**config.mk**
```make
export PLATFORM = sky130hd
export DESIGN_NAME = tmds_decoder
export DESIGN_NICKNAME = d
export VERILOG_FILES = /design/src/rtl/tmds_decoder.sv
export SDC_FILE = /design/constraint.sdc
export NUM_CORES = 1
export LEC_CHECK = 0
export CAP_MARGIN = 10
export CORE_ASPECT_RATIO = 0.75
export CORE_UTILIZATION = 57
export CTS_CLUSTER_SIZE = 24
export DETAILED_ROUTE_END_ITERATION = 8
export PLACE_DENSITY = 0.77
export SYNTH_ARGS = -nofsm -noshare
export SYNTH_HDL_FRONTEND = slang
export SYNTH_SLANG_ARGS = --single-unit
```
**constraint.sdc**
```tcl
create_clock -name i_pixclk -period 2.1 [get_ports i_pixclk]
set_input_delay 0.21 -clock i_pixclk [delete_from_list [all_inputs] [get_ports i_pixclk]]
set_output_delay 0.21 -clock i_pixclk [all_outputs]
set_load 0.005 [all_outputs]
```
**src/rtl/tmds_decoder.sv**
```systemverilog
// TMDS receive channel decoder.
// Slides a 10-bit window across two consecutive deserialised words until a
// steady run of control tokens is seen, then decodes video data, DE and the
// two control bits at that bit offset. Lock is dropped after a long stretch
// with no control token, and the search resumes at the next offset.
module tmds_decoder #(
    parameter int CTRL_RUN       = 8,
    parameter int SEARCH_TIMEOUT = 1024,
    parameter int LOSS_TIMEOUT   = 4096
) (
    input  logic       i_pixclk,
    input  logic       i_reset,
    input  logic [9:0] i_tmds,
    output logic       o_locked,
    output logic [3:0] o_offset,
    output logic       o_de,
    output logic [7:0] o_data,
    output logic [1:0] o_ctl
);

    localparam int RUN_W   = (CTRL_RUN > 1)       ? $clog2(CTRL_RUN)       : 1;
    localparam int TIMER_W = (SEARCH_TIMEOUT > 1) ? $clog2(SEARCH_TIMEOUT) : 1;
    localparam int LOSS_W  = (LOSS_TIMEOUT > 1)   ? $clog2(LOSS_TIMEOUT)   : 1;

    localparam logic [RUN_W-1:0]   RUN_LAST   = RUN_W'(CTRL_RUN - 1);
    localparam logic [TIMER_W-1:0] TIMER_LAST = TIMER_W'(SEARCH_TIMEOUT - 1);
    localparam logic [LOSS_W-1:0]  LOSS_LAST  = LOSS_W'(LOSS_TIMEOUT - 1);

    typedef enum logic [0:0] {
        ST_SEARCH = 1'b0,
        ST_LOCKED = 1'b1
    } state_t;

    // True for the four TMDS control tokens.
    function automatic logic is_token(input logic [9:0] s);
        logic r;
        case (s)
            10'h354, 10'h0AB, 10'h154, 10'h2AB: r = 1'b1;
            default:                            r = 1'b0;
        endcase
        return r;
    endfunction

    // {C1,C0} carried by a control token.
    function automatic logic [1:0] token_ctl(input logic [9:0] s);
        logic [1:0] r;
        case (s)
            10'h354: r = 2'b00;
            10'h0AB: r = 2'b01;
            10'h154: r = 2'b10;
            10'h2AB: r = 2'b11;
            default: r = 2'b00;
        endcase
        return r;
    endfunction

    // Undo the optional inversion, then undo the XOR/XNOR transition chain.
    function automatic logic [7:0] tmds_decode(input logic [9:0] s);
        logic [7:0] d;
        logic [6:0] x;
        d = s[9] ? ~s[7:0] : s[7:0];
        x = d[7:1] ^ d[6:0];
        return {(s[8] ? x : ~x), d[0]};
    endfunction

    // Bit offsets cycle 0..9.
    function automatic logic [3:0] next_offset(input logic [3:0] o);
        return (o == 4'd9) ? 4'd0 : o + 4'd1;
    endfunction

    logic [9:0]         prev_q,   prev_d;
    logic [9:0]         sym_q,    sym_d;
    logic [3:0]         off_q,    off_d;
    state_t             state_q,  state_d;
    logic [RUN_W-1:0]   run_q,    run_d;
    logic [TIMER_W-1:0] timer_q,  timer_d;
    logic [LOSS_W-1:0]  loss_q,   loss_d;
    logic               locked_q, locked_d;
    logic               de_q,     de_d;
    logic [7:0]         data_q,   data_d;
    logic [1:0]         ctl_q,    ctl_d;
    logic               sym_tok_s;

    // Pipeline steering, alignment search/lock state machine and output decode.
    always_comb begin
        prev_d    = i_tmds;
        sym_d     = 10'({i_tmds, prev_q} >> off_q);
        sym_tok_s = is_token(sym_q);

        state_d = state_q;
        off_d   = off_q;
        run_d   = run_q;
        timer_d = timer_q;
        loss_d  = loss_q;

        case (state_q)
            ST_SEARCH: begin
                loss_d = '0;
                if (sym_tok_s && (run_q == RUN_LAST)) begin
                    // A lock completing on the timeout cycle takes priority.
                    state_d = ST_LOCKED;
                    run_d   = '0;
                    timer_d = '0;
                end else if (timer_q == TIMER_LAST) begin
                    off_d   = next_offset(off_q);
                    run_d   = '0;
                    timer_d = '0;
                end else begin
                    timer_d = timer_q + TIMER_W'(1);
                    run_d   = sym_tok_s ? run_q + RUN_W'(1) : '0;
                end
            end
            ST_LOCKED: begin
                run_d   = '0;
                timer_d = '0;
                if (sym_tok_s) begin
                    loss_d = '0;
                end else if (loss_q == LOSS_LAST) begin
                    state_d = ST_SEARCH;
                    off_d   = next_offset(off_q);
                    loss_d  = '0;
                end else begin
                    loss_d = loss_q + LOSS_W'(1);
                end
            end
            default: begin
                state_d = ST_SEARCH;
                off_d   = 4'd0;
                run_d   = '0;
                timer_d = '0;
                loss_d  = '0;
            end
        endcase

        // Outputs follow the state being entered so lock/unlock and the
        // first/last decoded symbol appear on the same cycle.
        if (state_d == ST_LOCKED) begin
            locked_d = 1'b1;
            if (sym_tok_s) begin
                de_d   = 1'b0;
                data_d = 8'h00;
                ctl_d  = token_ctl(sym_q);
            end else begin
                de_d   = 1'b1;
                data_d = tmds_decode(sym_q);
                ctl_d  = ctl_q;
            end
        end else begin
            locked_d = 1'b0;
            de_d     = 1'b0;
            data_d   = 8'h00;
            ctl_d    = 2'b00;
        end
    end

    // All state and output registers, cleared immediately by reset.
    always_ff @(posedge i_pixclk or posedge i_reset) begin
        if (i_reset) begin
            prev_q   <= 10'h000;
            sym_q    <= 10'h000;
            off_q    <= 4'd0;
            state_q  <= ST_SEARCH;
            run_q    <= '0;
            timer_q  <= '0;
            loss_q   <= '0;
            locked_q <= 1'b0;
            de_q     <= 1'b0;
            data_q   <= 8'h00;
            ctl_q    <= 2'b00;
        end else begin
            prev_q   <= prev_d;
            sym_q    <= sym_d;
            off_q    <= off_d;
            state_q  <= state_d;
            run_q    <= run_d;
            timer_q  <= timer_d;
            loss_q   <= loss_d;
            locked_q <= locked_d;
            de_q     <= de_d;
            data_q   <= data_d;
            ctl_q    <= ctl_d;
        end
    end

    assign o_locked = locked_q;
    assign o_offset = off_q;
    assign o_de     = de_q;
    assign o_data   = data_q;
    assign o_ctl    = ctl_q;

endmodule

```
==> flow_summary.toml <==
[logic_synthesis]
yosys_warnings = 0
synth_cell_type_count = 41
synth-main-ff-cell = "dfrtp_1"
yosys.area.top_type = "dfrtp_1"
seq_area_frac_synth = 0.4864
postSynth.asyncResetShare = 1.000
syn_inst = 283
ys_top_cells_by_area = "dfrtp_1, xnor2_1, mux4_2"
synth_edf_count = 0
ys_ff_latch = 61
syn-num-nets = 301
synth_top_area_frac = 0.4864
netlist_area_um2 = 3138
syn_avg_cell_area_um2 = 11.09

[detailed_routing]
wl_per_cell_um = 16.01
ant_nets = 0
routed_via_density = 5.534
drc = 0
wl_um = 6354
drtIter0Drc = 266
drt_pass1_iterations = 4
via_count = 2197

[run]
drv_cap = 0

[cells_and_area]
syn2layout_area_growth_pct = 18.90
nFillCells = 353
num_antenna_cells = 0
final_util = 0.7327
fin_nets = 338
final_common_cell = "dfrtp_1"
drive_above_1_share = 0.1723
layout_common_cells = "dfrtp_1, nor2_1, clkdlybuf4s50_1"

[placement]
hpwl_um = 4638
portBuffers = 27
gp_congestion = 0.8790

[global_route]
grt_usage = 0.2477
grtUsageMet1 = 0.3641
grt_pass1_wl_um = 10320
antenna_found_initial = 0
overflow = 0
first_global_vias = 2055
grtUsageMet2 = 0.3477
grt_max_degree = 40
top_usage_layer = "met1"
grt_use_met3 = 0.07615

[clock_tree]
cts_hold_buf = 0
cts_buffer_depth = 2
clock-sinks = 61
path_clk_slew_ns = 0.07
htreeDepth = 3
clk_latency_ns = 0.35
clockRootBuffer = "clkbuf_8"
cts_tree = "done"
cts_buffers = 9

[sta]
hold_viol_final = 0
fin_crit_sh = 0.9705
fin_skew_ns = 0.007220
maxSlewViolCount = 0
max_freq_ghz = 0.4907
setup_viol = 0
worst_slew_pin_slew_ns = 0.5016
min_period_ns = 2.038
slew_headroom = 0.6651
fin_setup_tns_ns = 0

[setup_path]
cp-end-kind = "flop"
path_cells = "nor4b_1, nand4_1, buf_4, a21boi_4, o32ai_4, nand2_2, mux2_4"
startpoint_type = "flop"
cp_slowest_cell = "dfrtp_1"
reg2reg_from = "sym_q[0]$_DFF_PP0_"
cp_slowest_stage_delay_ns = 0.46
crit_fanout = 5
critPathTopFamily = "simple AND/OR/NAND/NOR gates"
path_class = "reg2reg"
path_buf_inv = 1
worstPathRequired_ns = 2.33
cp_data_arrival_time_ns = 2.27
r2r_setup_slack_ns = 0.06
ff2ff_path_depth = 7
r2r_end = "o_offset[1]$_DFFE_PP0P_"

[pwr]
ir_drop_mv = 0.4786
clkPwrFrac = 0.401
p_comb_frac = 0.068
p_sw_frac = 0.2572
switching_power_mw = 0.5887
seq_power_share = 0.531
p_int_mw = 1.700
p_per_area_nw_per_um2 = 613.5
p_leak_nw = 1.562

[die]
core_area_um2 = 5092
die_x_um = 87.68
die-area_um2 = 5809
ios = 28
start_util = 0.6162
std_cell_rows = 22
die_h_um = 66.26

[status]
status = "finished clean"

[min_path]
hold_class = "in2async"
worst max path at each step:
stage / from / end / slack (ns) / cells after the start
after floorplan: sym_q[2]$_DFF_PP0_ / o_offset[1]$_DFFE_PP0P_ / 0.24 / 8
after global placement: sym_q[2]$_DFF_PP0_ / o_offset[1]$_DFFE_PP0P_ / 0.15 / 8
after detailed placement: sym_q[2]$_DFF_PP0_ / o_offset[1]$_DFFE_PP0P_ / 0.1 / 8
after CTS: sym_q[2]$_DFF_PP0_ / o_offset[1]$_DFFE_PP0P_ / 0.07 / 8
after global routing: sym_q[0]$_DFF_PP0_ / o_offset[1]$_DFFE_PP0P_ / -0.01 / 7
final: sym_q[0]$_DFF_PP0_ / o_offset[1]$_DFFE_PP0P_ / 0.06 / 7
cell usage after synthesis (7+ instances only):
cell	n
buf_2	7
mux2i_1	15
inv_1	7
xor2_1	11
xnor2_1	20
a211oi_1	7
nor2b_1	11
a21oi_1	13
dfrtp_1	61
mux4_2	7
nor2_1	39
nand2_1	17
nand3_1	8
per-stage QoR:
stage / hold slack [ns] / power, mW / worst slack [ns] / cells / instance area (µm²)
after floorplan: 0.2414 / 1.330 / 0.2383 / 283 / 3138
after global placement: 0.4214 / 1.388 / 0.1494 / 380 / 3528
after detailed placement: 0.4375 / 1.391 / 0.09754 / 380 / 3528
after CTS: 0.2146 / 2.316 / 0.06509 / 396 / 3702
after global routing: 0.2476 / 2.381 / -0.01071 / 397 / 3731
final: 0.2041 / 2.289 / 0.06196 / 397 / 3731
sequential cells by signal (all words and copies together) (netlist names):
signal and cells:
o_ctl 2, prev_q 10, o_offset 4, o_de 1, o_data 8, loss_q 12, timer_q 10, sym_q 10
o_locked 1, run_q 3
kinds of logic (layout without fill, tap and decap cells):
| logic type | after synthesis | in the layout | share of synthesized area |
|---|---|---|---|
| and+or+nand+nor | 104 | 104 | 0.1806 |
| DFF | 61 | 61 | 0.4864 |
| AOI/OAI and AO/OA | 33 | 33 | 0.07496 |
| xor gates and xnor gates | 31 | 31 | 0.08652 |
| muxes | 27 | 27 | 0.1172 |
| buffers and inverters | 21 | 63 | 0.03030 |
| adders and majority gates | 6 | 6 | 0.02392 |
layer usage:
metal | routed length, µm | part of all wire | up-vias
met5 | 0 | 0 | -
met4 | 58 | 0.0091 | 0
met2 | 2776 | 0.44 | 57
li1 | - | - | 1051
met3 | 341 | 0.054 | 6
met1 | 3177 | 0.50 | 1083
worst reg2reg max path: stages (launching register included):
cell and delay [ns]:
dfrtp_1 0.46, nor4b_1 0.42, nand4_1 0.15, buf_4 0.19
a21boi_4 0.19, o32ai_4 0.12, nand2_2 0.10, mux2_4 0.29
area by class of cell:
class / count / area [µm²] / area share
Clock buffer: 9 / 123.9 / 0.03320
Clock inverter: 7 / 50.05 / 0.01341
Inverter: 8 / 30.03 / 0.008048
Multi-Input combinational cell: 201 / 1538 / 0.4121
Sequential cell: 61 / 1526 / 0.4091
Tap cell: 72 / 90.09 / 0.02414
Timing Repair Buffer: 39 / 372.9 / 0.09993
power by group through the flow:
stage | sequential, mW | combinational (mW) | clock (mW)
global route | 1.22 | 0.169 | 0.995
floorplan | 1.23 | 0.100 | 0
global placement | 1.24 | 0.152 | 0
CTS | 1.21 | 0.156 | 0.946
detailed placement | 1.24 | 0.155 | 0
finish | 1.22 | 0.156 | 0.917
what timing repair did:
action,CTS,global route
endpoints found under the setup margin,0,1
resized for setup,0,3
setup buffers,0,1
endpoints found under the hold margin,0,0
Power figures use the tool's default switching activity.
